===== src/rtl/llr_input_loader.sv =====
// Channel LLR front-end loader: accepts LANES saturated LLRs per beat, assembles a
// zero-padded 128-entry row, and writes it to the alpha memory in one cycle.
module llr_input_loader #(
  parameter int BITWIDTH_IN      = 8,
  parameter int BITWIDTH_LLRS    = 7,
  parameter int BITWIDTH_ADDRESS = 2,
  parameter int LANES            = 8,
  parameter int ADDR_CHANNEL     = 0
) (
  input  logic                              clk_i,
  input  logic                              rst_i,
  input  logic                              start_i,
  input  logic [1:0]                        size_i,
  input  logic                              llr_valid_i,
  output logic                              llr_ready_o,
  input  logic [LANES*BITWIDTH_IN-1:0]      llr_i,
  output logic                              wr_o,
  output logic [BITWIDTH_ADDRESS-1:0]       address_o,
  output logic [128*BITWIDTH_LLRS-1:0]      data_o,
  output logic                              busy_o,
  output logic                              done_o
);

  localparam int ROW   = 128;
  localparam int CNT_W = 8;

  localparam logic signed [BITWIDTH_LLRS-1:0] LLR_MAX = {1'b0, {(BITWIDTH_LLRS-1){1'b1}}};
  localparam logic signed [BITWIDTH_LLRS-1:0] LLR_MIN = -LLR_MAX;

  typedef enum logic [1:0] {IDLE, LOAD, WRITE, DONE} state_t;

  state_t                       state, state_next;
  logic [CNT_W-1:0]             cnt, beats;
  logic [ROW*BITWIDTH_LLRS-1:0] buffer;
  logic                         accept, last_beat;

  // Symmetric clamp: the most negative code is never produced, so -64 maps to -63.
  function automatic logic signed [BITWIDTH_LLRS-1:0] saturate(
    input logic signed [BITWIDTH_IN-1:0] x
  );
    int xi;
    xi = int'(x);
    if (xi > int'(LLR_MAX))      return LLR_MAX;
    else if (xi < int'(LLR_MIN)) return LLR_MIN;
    else                         return x[BITWIDTH_LLRS-1:0];
  endfunction

  function automatic logic [CNT_W-1:0] beats_for(input logic [1:0] size);
    case (size)
      2'd0:    return CNT_W'(32 / LANES);
      2'd1:    return CNT_W'(64 / LANES);
      default: return CNT_W'(ROW / LANES);
    endcase
  endfunction

  assign accept    = (state == LOAD) && llr_valid_i;
  assign last_beat = (cnt == beats - CNT_W'(1));

  always_ff @(posedge clk_i) begin
    if (rst_i) state <= IDLE;
    else       state <= state_next;
  end

  always_comb begin
    state_next = state;
    case (state)
      IDLE:    if (start_i) state_next = LOAD;
      LOAD:    if (accept && last_beat) state_next = WRITE;
      WRITE:   state_next = DONE;
      DONE:    state_next = IDLE;
      default: state_next = IDLE;
    endcase
  end

  // Clearing on start is what zero-pads short frames and stops stale data leaking.
  always_ff @(posedge clk_i) begin
    if (rst_i) begin
      buffer <= '0;
      cnt    <= '0;
      beats  <= '0;
    end else if (state == IDLE && start_i) begin
      buffer <= '0;
      cnt    <= '0;
      beats  <= beats_for(size_i);
    end else if (accept) begin
      for (int k = 0; k < LANES; k++) begin
        buffer[(int'(cnt)*LANES + k)*BITWIDTH_LLRS +: BITWIDTH_LLRS] <=
          saturate(llr_i[k*BITWIDTH_IN +: BITWIDTH_IN]);
      end
      cnt <= cnt + CNT_W'(1);
    end
  end

  assign llr_ready_o = (state == LOAD);
  assign wr_o        = (state == WRITE);
  assign done_o      = (state == DONE);
  assign busy_o      = (state != IDLE);
  assign address_o   = BITWIDTH_ADDRESS'(ADDR_CHANNEL);
  assign data_o      = buffer;

endmodule


===== config.mk =====
export PLATFORM = sky130hd
export DESIGN_NAME = llr_input_loader
export DESIGN_NICKNAME = d
export VERILOG_FILES = /design/src/rtl/llr_input_loader.sv
export SDC_FILE = /design/constraint.sdc
export NUM_CORES = 2
export LEC_CHECK = 0
export ABC_AREA = 0
export CAP_MARGIN = 25
export CORE_AREA = 2 2 379 381
export DETAILED_ROUTE_END_ITERATION = 7
export DIE_AREA = 0 0 381 383
export GPL_ROUTABILITY_DRIVEN = 1
export PLACE_DENSITY_LB_ADDON = 0.12
export SLEW_MARGIN = 20
export SYNTH_ARGS = -nofsm -noshare
export SYNTH_HDL_FRONTEND = slang
export SYNTH_SLANG_ARGS = --single-unit

===== constraint.sdc =====
create_clock -name clk_i -period 7.5 [get_ports clk_i]
set_input_delay 1.875 -clock clk_i [delete_from_list [all_inputs] [get_ports clk_i]]
set_output_delay 1.875 -clock clk_i [all_outputs]
set_load 0.03 [all_outputs]

; ---- Yosys cells after proc, flatten, opt, wreduce, memory -nomap -nowiden
; Cells that the tools add are included.
; W data, S select, Z words.
[op_classes]
add_sub_neg = 17
mul = 8
n_mux = 52
n_div = 0
order_cmp = 16
n_shift = 16
n_reduce_logical = 8
bitwise_logic = 0
n_eq_ne = 7
[ops]
columns = operator, n
row1 = $bwmux W896, 8
row2 = $shift A7 B33 Y896 const A, 8
row3 = $shiftx A7 B33 Y896, 8
row4 = $mux W7, 40
row5 = $neg A15 Y33, 7
row6 = $mul A12 B3 Y15 const B, 7
row7 = $gt A8 B7 Y1 const B, 8
row8 = $lt A8 B7 Y1 const B, 8
row9 = $add A11 B3 Y12 const B, 4
row10 = $neg A14 Y33, 1
row11 = $add A11 B2 Y12 const B, 2
row12 = $add A11 B1 Y12 const B, 1
row13 = $mul A8 B3 Y11 const B, 1
row14 = $pmux W5 S2, 1
row15 = $add A8 B1 Y8 const B, 1
row16 = $eq A8 B8 Y1, 1
row17 = $pmux W2 S4, 1
row18 = $sub A8 B1 Y8 const B, 1
row19 = $eq A2 B1 Y1 const B, 2
row20 = $eq A2 B2 Y1 const B, 2
row21 = $logic_not A2 Y1, 2
row22 = $mux W2, 2
row23 = $logic_and A1 B1 Y1, 3
row24 = $ne A2 B1 Y1 const B, 1
row25 = other kinds (4), 4
[totals]
ram_bits = 0
out_inout_bits = 902
elab_cells = 128
latchBits = 0
ff_bits = 914
memories = 0
rom_bits = 0
inputBits = 70

; ---- Depth between registers and ports, before layout
[depth]
word_depth = 15
mapped_depth = 20
mapped_depth_nobuf = 18

; ---- Worst setup path after synthesis
; Ideal clock, no wire load.
[synth_path]
path_kind = register to register
startpoint = register cnt[1]
endpoint = register buffer[162], in the netlist data_o[162]
required_ns = 7.426
arrival_time_ns = 4.956
setup_ns = 0.074
path_slack_ns = 2.469
period_less_slack_ns = 5.031
stages_incl_launch_ff = 18
path_buffers = 2
cell_sequence = dfxtp_1 > fa_1 > ha_1 > fa_1 > a21o_1 > a221oi_2 > xnor2_1 > nand2_1 > nor3_1 > ha_1 > nand2b_1 > clkbuf_1 > nor3_1 > nand2_1 > o41ai_1 > buf_2 > o21ai_0 > a31oi_1
[synth_via]
elab_chain_len = 11
word_cells_on_any_way = 47
cone_classes = add/sub: 15 / mul: 8 / shift: 16 / mux: 8
[synth_rtl]
columns = element, line
row1 = start: declaration, 33  ; logic [CNT_W-1:0] cnt, beats;
row2 = start signal: assignment, 90  ; cnt <= cnt + CNT_W'(1);
row3 = $add A11 B1 Y12 / $mul A8 B3 Y11 (equally long branches), 87  ; buffer[(int'(cnt)*LANES + k)*BITWIDTH_LLRS +: BITWIDTH_LLRS] <=
row4 = $mul A12 B3 Y15 / $neg A14 Y33 (equally long branches), 87
row5 = "$neg A15 Y33, or another cell as far along", 87
row6 = "$shiftx A7 B33 Y896, or another cell as far along", 87
row7 = $bwmux W896 (6 in a row), 87
row8 = $bwmux W896 (*), 87
row9 = end signal: indexed assignment, 87
row10 = end: declaration, 34  ; logic [ROW*BITWIDTH_LLRS-1:0] buffer;
; Mark *: on every way between the ends. The rest lies on a longest branch, timed or not.
; A chain may end at the register's enable or synchronous reset.

; ---- Final worst setup path
[layout_path]
startpoint = register cnt[3]
endpoint = register buffer[18], in the netlist data_o[18]
; Same word-level chain as after synthesis.

==> flow_summary_export.csv <==
group,metric,value,unit
sta,setup_violations,0,
detailed_routing,ant_nets,0,
placement,io_buffers,969,
synthesis,synth_ff_type,"dfxtp_1",
detailed_routing,route.detailed.drc,0,
power,p_leak,19.3,nW
power,max-vdd-ir-drop,0.201,mV
clock_network,clk_pin_slew_worst_paths,60,ps
synthesis,synth_edf_count,0,
global_routing,grt_start_max_net_pins,192,
synthesis,syn-cell-area,41500,um2
cells_and_area,fin_nets,6328,
clock_network,cts_made_buffers,108,
synthesis,synth_most_common_cell,"dfxtp_1",
placement,gp_congestion,1.09,
detailed_routing,vias_per_cell,6.26,
placement,hpwl,244000,um
floorplan,io-pin-count,972,
detailed_routing,firstDrtPassIters,6,
power,power,0.0136,W
synthesis,synth_top_area_share,43.9,%
cells_and_area,layout-drive-gt1-share,11.3,%
sta,tightest_slew,1180,ps
floorplan,rows,139,
power,power_density,231,nW/um2
detailed_routing,drtIter0Drc,7931,
global_routing,grt_antenna_before_repair,41,
floorplan,initial_core_util,29.1,%
clock_network,max-clock-path-buffers,3,
synthesis,ys_seq_elements,909,
sta,hold_viol_final,0,
sta,grt_setup_unrepaired,"no",
floorplan,coreArea,142000,um2
sta,max_freq,145,MHz
synthesis,synth_top_cell_by_area,"dfxtp_1",
status,status,"complete, no violations",
critical_path,rr_startpoint,"cnt[3]",
synthesis,synth_cells,5256,
detailed_routing,via_count,51500,
floorplan,die_w,381,um
floorplan,die-area,146000,um2
global_routing,grt_pass1_wl,431000,um
synthesis,yosysWarnings,0,
sta,period_minus_slack,6880,ps
clock_network,hold_buffers,0,
critical_path,required,8100,ps
cells_and_area,stdcell_count,8222,
placement,dpl.cell_count,8010,
detailed_routing,drt-total-wl,329000,um
floorplan,dieHeight,383,um
synthesis,async_flop_share,0,%
clock_network,post_cts_resized,0,
clock_network,htree_levels,3,
critical_path,path_class,"reg2reg",
global_routing,grt_pass1_vias,47000,
sta,min_period_over_period,91.8,%
worst_hold_path,hp-start,"data_o[561]",
clock_network,root_buffer,"clkbuf_16",
cells_and_area,fin_area,58900,um2
clock_network,cts_tree,"yes",
critical_path,cp-end-kind,"flop",
critical_path,path_max_fanout,17,
critical_path,cp.arrival,7490,ps
clock_network,clock_sinks,909,
sta,whs,453,ps
cells_and_area,layout-area-overhead-vs-synth,42.0,%
synthesis,synth_cell_types,81,
synthesis,postSynthAreaPerCell,7.89,um2
sta,fin_tns_setup,0,ps
global_routing,grt_overflow,0,
worst_hold_path,hold_path.class,"reg2reg",
detailed_routing,routedWlPerCell,40.0,um
sta,relSlewSlack,21.2,%
global_routing,track_usage,42.9,%
placement,place_area,55000,um2
run,maxCapViolCount,0,
synthesis,synth-seq-area-share,43.9,%
synthesis,synth_common_cells,"dfxtp_1 (909), nor2_1 (828), nand2_1 (577)",
synthesis,synth.area.top_cells,"dfxtp_1 (44%), nor2_1 (7.5%), nand2_1 (5.2%), a211oi_1 (4.9%), a21oi_1 (4.8%)",
critical_path,cp-startpoint,"cnt[3]",
clock_network,cts_setup_buffers,0,
sta,finalMaxSlewViolations,0,
clock_network,clk_latency,760,ps
critical_path,cp-start-kind,"flop",
sta,fin_skew,73.6,ps
[state kept, by name, summed over array words and instances (netlist names)]
signal,cells
cnt,8
beats,3
state,2
data_o,896
[through the flow]
step	setup slack (ps)	util, %
floorplan	2470	-
global placement	1090	38.5
detailed placement	1120	38.7
CTS	1020	41.3
global route	462	41.4
finish	616	41.4
[layout make-up]
type | instances | area (um2)
Inverter | 20 | 75.1
Antenna cell | 11 | 27.5
Sequential cell | 909 | 18200
Timing Repair Buffer | 1331 | 12600
Fill cell | 14800 | 83400
Tap cell | 1903 | 2380
Clock buffer | 149 | 3100
Multi-Input combinational cell | 3856 | 21900
Clock inverter | 43 | 642
[logic make-up after synthesis]
family,Yosys count,share of synthesized area (%)
buffers and inverters,492,4.72
DFF,909,43.9
adders and majority gates,32,1.11
xor gates and xnor gates,23,0.486
other,1,0.00905
and+or+nand+nor,1925,20.0
muxes,20,0.486
AOI/OAI and AO/OA,1854,29.3
[where the power goes]
| group | switching [W] | internal, W |
|---|---|---|
| combinational | 0.00237 | 0.000606 |
| clock | 0.00239 | 0.00330 |
| sequential | 0.0000615 | 0.00489 |
| total | 0.00482 | 0.00880 |
[cells in the final DEF, fill, tap and decap left out, types with 13 or more instances in the layout]
master / instances
clkdlybuf4s50_1: 969
dfxtp_1: 908
nor2_1: 776
nand2_1: 577
a21oi_1: 392
o21ai_0: 365
buf_4: 345
a211oi_1: 272
a22oi_1: 234
nor3_1: 196
a31oi_1: 173
nand3_1: 143
a221oi_1: 136
clkbuf_16: 109
o21ai_1: 53
a32oi_1: 39
nor2_2: 31
o31ai_1: 30
o31ai_2: 24
ha_1: 24
and3_1: 22
clkbuf_8: 22
nor2_4: 21
inv_1: 18
mux2i_1: 18
or3_1: 18
clkinv_2: 18
clkbuf_1: 18
nand4_1: 17
or4_1: 16
o21a_1: 15
nor2b_1: 15
xnor2_1: 13
[worst max-delay path, stage by stage, from the launching register on]
cell and delay, ps:
dfxtp_1 640, fa_1 560, ha_1 330, a211oi_1 470, o21bai_1 320, o22ai_1 510, nand2_1 310, nor3_1 320
ha_1 220, nor2b_1 150, buf_4 300, and2_1 470, o21ai_0 510, nor2_1 730, buf_4 380, a31oi_1 220
a211oi_1 260
[worst paths after layout]
| kind | to | slack, ps | cells past startpoint |
|---|---|---|---|
| worst max-delay path | data_o[18] | 620 | 16 |
| worst min-delay path | data_o[561] | 450 | 2 |
| worst max register to register | data_o[18] | 620 | 16 |
| worst min register to register | data_o[561] | 450 | 2 |
[layer usage]
layer | GRT usage [%] | up-vias | wire [um]
li1 | - | 21200 | -
met1 | 53.3 | 25100 | 126000
met2 | 62.8 | 4074 | 136000
met3 | 14.9 | 1070 | 40100
met4 | 28.1 | 38 | 25900
met5 | 0 | - | 284
(Power assumes the default switching activity.)
